`src/rtl/iadc_ctrl_sequencer.sv`:
```
// iadc_ctrl_sequencer: iADC clock bring-up sequencer and 3-wire control serialiser
module iadc_ctrl_sequencer #(
  parameter int CLK_DIV        = 4,
  parameter int DCM_RST_CYCLES = 16,
  parameter int DDRB_CYCLES    = 8,
  parameter int LOCK_TIMEOUT   = 65535
) (
  input  logic        clk,
  input  logic        reset,
  input  logic        clk_lock,
  input  logic        cfg_mode,
  input  logic        wr_req,
  input  logic [2:0]  wr_addr,
  input  logic [15:0] wr_data,
  output logic        wr_ack,
  input  logic        ddrb_req,
  output logic        busy,
  output logic        init_done,
  output logic        lock_fail,
  output logic        adc_dcm_reset,
  output logic        adc_ddrb,
  output logic        adc_ctrl_clk,
  output logic        adc_ctrl_data,
  output logic        adc_ctrl_strobe_n,
  output logic        adc_mode
);
  localparam int MX = (CLK_DIV > DCM_RST_CYCLES) ? ((CLK_DIV > DDRB_CYCLES) ? CLK_DIV : DDRB_CYCLES)
                                                 : ((DCM_RST_CYCLES > DDRB_CYCLES) ? DCM_RST_CYCLES : DDRB_CYCLES);
  localparam int CW = $clog2(MX + 1);
  localparam int LW = $clog2(LOCK_TIMEOUT + 1);
  typedef enum logic [2:0] {INIT_RST, WAIT_LOCK, DDRB_INIT, IDLE, DDRB_MAN, SHIFT, HOLD, GAP} state_t;
  state_t state, state_nx;
  logic [CW-1:0] cnt, cnt_nx;
  logic [LW-1:0] lock_cnt, lock_cnt_nx;
  logic [4:0] bit_cnt, bit_cnt_nx;
  logic [17:0] sh, sh_nx;
  logic [1:0] sync;
  logic lock_s, ph, ph_nx, data_nx, strobe_nx, clk_nx, ack_nx, done_nx, fail_nx, div_end;
  assign lock_s  = sync[1];
  assign div_end = cnt == CW'(CLK_DIV - 1);
  always_comb begin
    state_nx    = state;
    cnt_nx      = cnt + 1'b1;
    lock_cnt_nx = '0;
    bit_cnt_nx  = bit_cnt;
    ph_nx       = ph;
    sh_nx       = sh;
    data_nx     = adc_ctrl_data;
    strobe_nx   = adc_ctrl_strobe_n;
    clk_nx      = 1'b0;
    ack_nx      = 1'b0;
    fail_nx     = lock_fail;
    done_nx     = (state inside {DDRB_MAN, SHIFT, HOLD, GAP}) ? init_done & lock_s : init_done;
    case (state)
      INIT_RST: if (cnt == CW'(DCM_RST_CYCLES - 1)) begin
        state_nx = WAIT_LOCK;
        cnt_nx   = '0;
      end
      WAIT_LOCK: begin
        cnt_nx      = '0;
        lock_cnt_nx = lock_cnt + 1'b1;
        if (lock_s) state_nx = DDRB_INIT;
        else if (lock_cnt == LW'(LOCK_TIMEOUT - 1)) begin
          state_nx = INIT_RST;
          fail_nx  = 1'b1;
        end
      end
      DDRB_INIT, DDRB_MAN: if (cnt == CW'(DDRB_CYCLES - 1)) begin
        cnt_nx   = '0;
        done_nx  = (state == DDRB_INIT) | done_nx;
        fail_nx  = (state == DDRB_INIT) ? 1'b0 : lock_fail;
        state_nx = done_nx ? IDLE : INIT_RST;
      end
      IDLE: begin
        cnt_nx = '0;
        if (!lock_s) begin
          state_nx = INIT_RST;
          done_nx  = 1'b0;
        end else if (ddrb_req) state_nx = DDRB_MAN;
        else if (wr_req) begin
          state_nx   = SHIFT;
          sh_nx      = {wr_addr[1:0], wr_data};
          data_nx    = wr_addr[2];
          strobe_nx  = 1'b0;
          ack_nx     = 1'b1;
          bit_cnt_nx = 5'd18;
          ph_nx      = 1'b0;
        end
      end
      SHIFT: begin
        clk_nx = div_end ? ~ph : ph;
        if (div_end) begin
          cnt_nx = '0;
          ph_nx  = ~ph;
          // Data only advances at the falling edge so the ADC sees it stable on the rise
          if (ph && bit_cnt == 5'd0) state_nx = HOLD;
          else if (ph) begin
            bit_cnt_nx = bit_cnt - 1'b1;
            data_nx    = sh[17];
            sh_nx      = {sh[16:0], 1'b0};
          end
        end
      end
      HOLD: if (div_end) begin
        cnt_nx    = '0;
        state_nx  = GAP;
        strobe_nx = 1'b1;
        data_nx   = 1'b0;
      end
      GAP: if (div_end) begin
        cnt_nx   = '0;
        state_nx = done_nx ? IDLE : INIT_RST;
      end
      default: state_nx = INIT_RST;
    endcase
  end
  always_ff @(posedge clk) begin
    if (reset) begin
      state             <= INIT_RST;
      cnt               <= '0;
      lock_cnt          <= '0;
      bit_cnt           <= '0;
      ph                <= 1'b0;
      sh                <= '0;
      sync              <= '0;
      adc_dcm_reset     <= 1'b1;
      adc_ddrb          <= 1'b0;
      adc_ctrl_clk      <= 1'b0;
      adc_ctrl_data     <= 1'b0;
      adc_ctrl_strobe_n <= 1'b1;
      adc_mode          <= 1'b0;
      wr_ack            <= 1'b0;
      busy              <= 1'b1;
      init_done         <= 1'b0;
      lock_fail         <= 1'b0;
    end else begin
      state             <= state_nx;
      cnt               <= cnt_nx;
      lock_cnt          <= lock_cnt_nx;
      bit_cnt           <= bit_cnt_nx;
      ph                <= ph_nx;
      sh                <= sh_nx;
      sync              <= {sync[0], clk_lock};
      adc_dcm_reset     <= state_nx == INIT_RST;
      adc_ddrb          <= state_nx == DDRB_INIT || state_nx == DDRB_MAN;
      adc_ctrl_clk      <= clk_nx;
      adc_ctrl_data     <= data_nx;
      adc_ctrl_strobe_n <= strobe_nx;
      adc_mode          <= cfg_mode;
      wr_ack            <= ack_nx;
      busy              <= state_nx != IDLE;
      init_done         <= done_nx;
      lock_fail         <= fail_nx;
    end
  end
endmodule

```
`config.mk`:
```
export PLATFORM = sky130hd
export DESIGN_NAME = iadc_ctrl_sequencer
export DESIGN_NICKNAME = d
export VERILOG_FILES = /design/src/rtl/iadc_ctrl_sequencer.sv
export SDC_FILE = /design/constraint.sdc
export NUM_CORES = 1
export LEC_CHECK = 0
export ABC_AREA = 1
export BUFFER_PORTS_ARGS = -buffer_cell sky130_fd_sc_hd__buf_2
export CORE_ASPECT_RATIO = 0.75
export CORE_MARGIN = 2
export CORE_UTILIZATION = 55
export DETAILED_ROUTE_END_ITERATION = 8
export PLACE_DENSITY_LB_ADDON = 0.08
export RECOVER_POWER = 25
export SYNTH_ARGS = -nofsm -noshare
export SYNTH_HDL_FRONTEND = slang
export SYNTH_SLANG_ARGS = --single-unit
```
`constraint.sdc`:
```
create_clock -name clk -period 2.06 [get_ports clk]
set_input_delay 0.103 -clock clk [delete_from_list [all_inputs] [get_ports clk]]
set_output_delay 0.103 -clock clk [all_outputs]
set_load 0.005 [all_outputs]
```
Word level (Yosys, flattened, before mapping)
Index checks and enable logic that the tools add are counted. W data, S select, Z words.

Bits of input ports: 25. Bits in registers: 60. Output and inout bits: 10.

Muxes and demuxes: 57. Reduce and logical (&&, ||, !) cells: 21. $add $sub $neg: 3. Bitwise gates (word level): 7. Eq/ne operators: 25.

Operators with widths (number): $mux W18 (6); $mux W5 (9); $pmux W18 S2 (1); $mux W3 (11); $ne A2 B2 Y1 const B (11); $pmux W3 S7 (1); $mux W1 (20); $pmux W5 S4 (1); $add A16 B1 Y16 const B (1); $eq A16 B16 Y1 const B (1); $eq A3 B3 Y1 const B (5); $pmux W5 S2 (1); $reduce_and A5 Y1 (2); $eq A3 B2 Y1 const B (3); $pmux W1 S2 (4); $reduce_and A8 Y1 (1); $reduce_or A2 Y1 (4); $reduce_and A7 Y1 (1); $logic_not A3 Y1 (2); $reduce_bool A2 Y1 (3); $add A5 B1 Y5 const B (1); $eq A5 B2 Y1 const B (1); $eq A5 B3 Y1 const B (1); $eq A5 B4 Y1 const B (1); 16 further kinds (21).

Logic depth before layout (Yosys ltp)
Depth after elaboration: 9. Gate-level depth with buffers: 13.

Least setup slack after synthesis
OpenSTA, ideal clock, no wires.

Kind: flip-flop to flip-flop. From: register cnt[0]. To: register adc_dcm_reset. Setup time: 0.070 ns. Slack: 0.599 ns. Buffers on the path: 0. Data required time: 1.990 ns. Cell stages (with the launch flop): 12. Period minus slack after synthesis: 1.461 ns. Arrival: 1.391 ns. Cells stage by stage: dfxtp_1 ha_1 nand2_1 nor2_4 nand2_1 nand2_1 nand2_1 inv_1 nand2_1 nor2_2 nand2_1 a21oi_1.

Cells in the longest elaborated chain, start to end: 4.

RTL lines: start, declared (line 33) `logic [CW-1:0] cnt, cnt_nx;`; start signal, assigned (line 138) `cnt <= cnt_nx;`; $eq A5 B2 Y1 (tied with other cells) (line 40) `assign div_end = cnt == CW'(CLK_DIV - 1);`; $mux W3 (on tied branches); $pmux W3 S7 (*) (line 54) `case (state)`; $logic_not A3 Y1 (*) (line 144) `adc_dcm_reset <= state_nx == INIT_RST;`; end signal, assigned (line 126) `adc_dcm_reset <= 1'b1;`; end signal, assigned (line 144); end, declared (line 20) `output logic adc_dcm_reset,`.

Every way passes the cells marked *; elsewhere a longest branch is shown, timed or not. A chain may end at the register's enable or synchronous reset.

Worst setup path after layout
From: register state[2]. To: register sh[1].

Cells in the longest elaborated chain, start to end: 3.

RTL lines: start, declared (line 32) `state_t state, state_nx;`; start signal, assigned (line 137) `state <= state_nx;`; $eq A3 B3 Y1 or $eq A3 B2 Y1 (tied branches) (line 54); $ne A2 B2 Y1 (no source line) or $reduce_bool A2 Y1 (tied branches); $reduce_and A7 Y1 (no source line); end signal, assigned (line 142) `sh <= sh_nx;`; end, declared (line 36) `logic [17:0] sh, sh_nx;`.

Parallel ways exist; a longest one is shown, timed or not.

==> results.env <==
CRITICAL_PATH.REG2REG.ENDPOINT='sh[1]$_SDFFE_PP0P_'
CTS.ROOT.BUFFER_CELL='clkbuf_8'
POST-SYNTH-TOP-AREA-CELL='dfxtp_1'
FINAL_CELLS=562
POST-DP-HPWL_UM=4290
HP-CLASS='in2reg'
SYNTH_SEQ_CELLS=60
POWER.SEQUENTIAL.FRACTION_PCT=45.4
NUMBER_OF_ANTENNA_VIOLATIONS_AT_THE_FIRST_CHECK_IN_GLOBAL_ROUTING=0
DETAIL_ROUTE.FIRST_PASS.ITERATIONS=4
WIRE_PER_INST_UM=10.6
WORST_SETUP_PATH_ENDPOINT='sh[1]$_SDFFE_PP0P_'
CLOCK_SINK_COUNT=60
SEQ_TOTAL_AREA_YOSYS_PCT=39.4
DRV_SLEW=0
POST_SYNTH_INST_COUNT=443
LEAKAGE_uW=0.00157
MAX_CAP_VIOL_COUNT=0
HTREE_LEVELS=3
DRT_ITER0_MARKERS=137
FINALWORSTPATHREQUIREDPERIOD_NS=1.72
SETUP_REPAIR_AFTER_GLOBAL_ROUTING_MISSED_ITS_MARGIN='false'
IO-PIN-COUNT=35
YS_WARN_COUNT=0
FINAL_WIRELENGTH_UM=5970
SYNTH_EDF_COUNT=0
WORST_R2R_PATH_DEPTH=8
REQUIRED_NS=2.30
SYNTHADDERAREAFRAC_PCT=2.87
SIMPLE_GATE_PORTION_OF_THE_SYNTHESIZED_AREA_PCT=30.6
LARGEST_FAMILY_OF_LOGIC_CELLS_BY_SYNTHESIZED_AREA='simple AND/OR/NAND/NOR gates'
CTS_BUFFERS=9
GRT_PASS1_WL_UM=9830
GRT.OVERFLOW.TOTAL=0
POSTSYNTH.TOPFLOPCELL='dfxtp_1'
YS_TOP_CELLS_BY_AREA='dfxtp_1, nand2_1, inv_1'
REGTOREGSTARTPOINT='state[2]$_SDFF_PP0_'
SETUP.WORST_PATH.START='state[2]$_SDFF_PP0_'
LEAST_MARGIN_PIN_SLEW_NS=0.607
ROUTED_VIA_DENSITY=4.91
WORSTSETUPENDPOINTTYPE='flop'
DP.CELLS=544
SYNTH_ASYNC_SR_FLOP_SHARE_PCT=0
GPL.FINAL_WEIGHTED_CONGESTION=0.884
CLOCK_NETWORK_FRACTION_OF_DESIGN_POWER_PCT=51.0
FINAL_HOLD_VIOL_COUNT=0
FINAL_MIN_PERIOD_OVER_CLOCK_PERIOD_PCT=83.7
CRIT_FANOUT=40
P_INT_uW=2050
LAUNCHING_ELEMENT_TYPE_OF_THE_CRITICAL_PATH='flop'
LARGEST_NET_DEGREE_AT_THE_START_OF_GLOBAL_ROUTING=41
SETUP.WORST_PATH.CLASS='reg2reg'
SETUP_TNS_NS=0
OVERALL_VIA_COUNT_FROM_DETAIL_ROUTE=2758
DRCVIOLATIONCOUNT=0
SYNTH_COMPOUND_AREA_SHARE_PCT=15.3
TOTAL_POWER_uW=2590
TRITONCTS='yes'
AREA_DELTA_SYNTH_FINAL_PCT=16.4
TIMING.FINAL.SETUP_VIOLATIONS=0
MUXSHAREOFSYNTHAREA_PCT=0
SYN_AREA_SQ_UM=3050
SYNTH.TOP_CELL.AREA_SHARE_PCT=39.4
GLOBAL_ROUTE.USAGE.TOTAL_PCT=20.1
CTS.REPAIR_TIMING.SETUP_BUFFER_COUNT=0
CP.ARRIVAL_NS=1.97
IO_BUFFER_COUNT=34
POST_CTS_RESIZED=0
TIMING.FMAX_GHz=0.580
FIN_NETS=514
CELL_ROW_COUNT=23
MOST_NUMEROUS_CELL_TYPES_IN_THE_SYNTHESIZED_NETLIST='nand2_1, dfxtp_1, inv_1'
POWER_DENSITY_nW_PER_UM2=729
NUMBER_OF_GLOBAL_ROUTE_VIAS_BEFORE_REPAIR=2227
INSERTEDDIODECOUNT=0
COMBINATIONALPOWERSHARE_PCT=3.6
POST-SYNTH-TOP-COUNT-CELL='nand2_1'
MAXSLEWHEADROOM_PCT=59.5
MAX-VDD-IR-DROP_mV=0.391
REGTOREGSETUPSLACK_NS=0.34
FIN_WORST_SKEW_NS=0.00800
INITIAL_CORE_UTIL_PCT=56.9
SW_FRAC_OF_TOTAL_PCT=20.8
SYN_AVG_CELL_AREA_SQ_UM=6.88
POWER.NET_SWITCHING_uW=538
SHARE_OF_FINAL_LAYOUT_STANDARD_CELLS_STRONGER_THAN_DRIVE_STRENGTH_1_PCT=14.2
SYNTH_XOR_XNOR_AREA_SHARE_PCT=1.15
CLK-INSERTION-DELAY-LATE_NS=0.35
ROUTE.ANTENNA.REMAINING_NETS=0
DIE_X_UM=90.0
CTS_HOLD_REPAIR.BUFFERS=2
DIEAREA_SQ_UM=6160
CLKSLEWWORSTSETUPHOLDPATHS_NS=0.07
SYNTH.NET_COUNT=475
LAYOUT.CORE_UTILIZATION_PCT=66.3
CLOCK_TREE.BUFFER_DEPTH=2
CORE-AREA_SQ_UM=5350
DIE_Y_UM=68.5
SYNTH_CELL_TYPES=37
STATUS='finished clean'
## logic make-up after synthesis
| group | count (synthesis) |
|---|---|
| simple gates | 206 |
| compound gates | 88 |
| buf+inv | 78 |
| flops | 60 |
| xor+xnor | 4 |
| fa+ha+maj | 7 |
## layout by cell type, fill, tap and decap left out, types with 3 or more instances in the layout
master,instances
o21ai_0,21
buf_4,5
ha_1,7
bufinv_16,3
nand4_1,7
o21ai_1,19
nand2_1,104
nor3_1,5
dfxtp_1,60
nand3_1,29
inv_1,62
buf_2,30
nor2_1,40
clkbuf_8,10
nor3b_1,3
clkbuf_1,4
a21oi_1,38
## final cells by class
cell class,count,area [sq um]
fillers,487,1810
multi-input cells,305,1520
flip-flops and latches,60,1200
repair buffers,42,243
inverters,64,240
clock buffers,10,138
clock inverters,6,111
well taps,75,93.8
## flip-flops by register name, summed over array words and instances (netlist names), 2 cells and up
signal and cells:
lock_cnt 16, sh 18, bit_cnt 5, cnt 5, sync 2, state 3
## worst min path at each step
stage / cells past startpoint / start / end
final: 3 / wr_data[0] / sh[0]$_SDFFE_PP0P_
after global routing: 3 / wr_data[0] / sh[0]$_SDFFE_PP0P_
after CTS: 3 / wr_data[0] / sh[0]$_SDFFE_PP0P_
after detailed placement: 3 / cfg_mode / adc_mode$_SDFF_PP0_
after global placement: 3 / cfg_mode / adc_mode$_SDFF_PP0_
after floorplan: 1 / reset / sh[0]$_SDFFE_PP0P_
## power by group through the flow
stage,combinational [uW],sequential [uW],clock [uW]
finish,92.6,1170,1320
global route,104,1180,1390
CTS,93.2,1170,1340
detailed placement,89.7,1200,0
global placement,89.3,1200,0
floorplan,52.0,1200,0
## critical path, cell delays in order, from the launching register on
cell and delay (ns):
dfxtp_1 0.54, nand3_2 0.19, inv_2 0.19, o21ai_2 0.10
nor2_4 0.13, nand2_4 0.07, buf_12 0.17, o21ai_0 0.15
a21oi_1 0.06
## stage by stage
step           hold WS [ns]  area (sq um)  setup slack (ns)
5_1_grt              0.0415          3550             0.164
3_3_place_gp          0.308          3280             0.395
4_1_cts              0.0153          3550             0.334
6_report             0.0240          3550             0.336
2_1_floorplan         0.172          3050             0.599
3_5_place_dp          0.313          3280             0.353
## layer usage
layer / up-vias / share of wire, % / global-route usage [%]
li1: 1502 / - / -
met1: 1201 / 53 / 26.7
met2: 42 / 41 / 31.3
met3: 13 / 4.2 / 5.29
met4: 0 / 1.7 / 9.23
met5: - / 0 / 0
(Power assumes the default switching activity.)
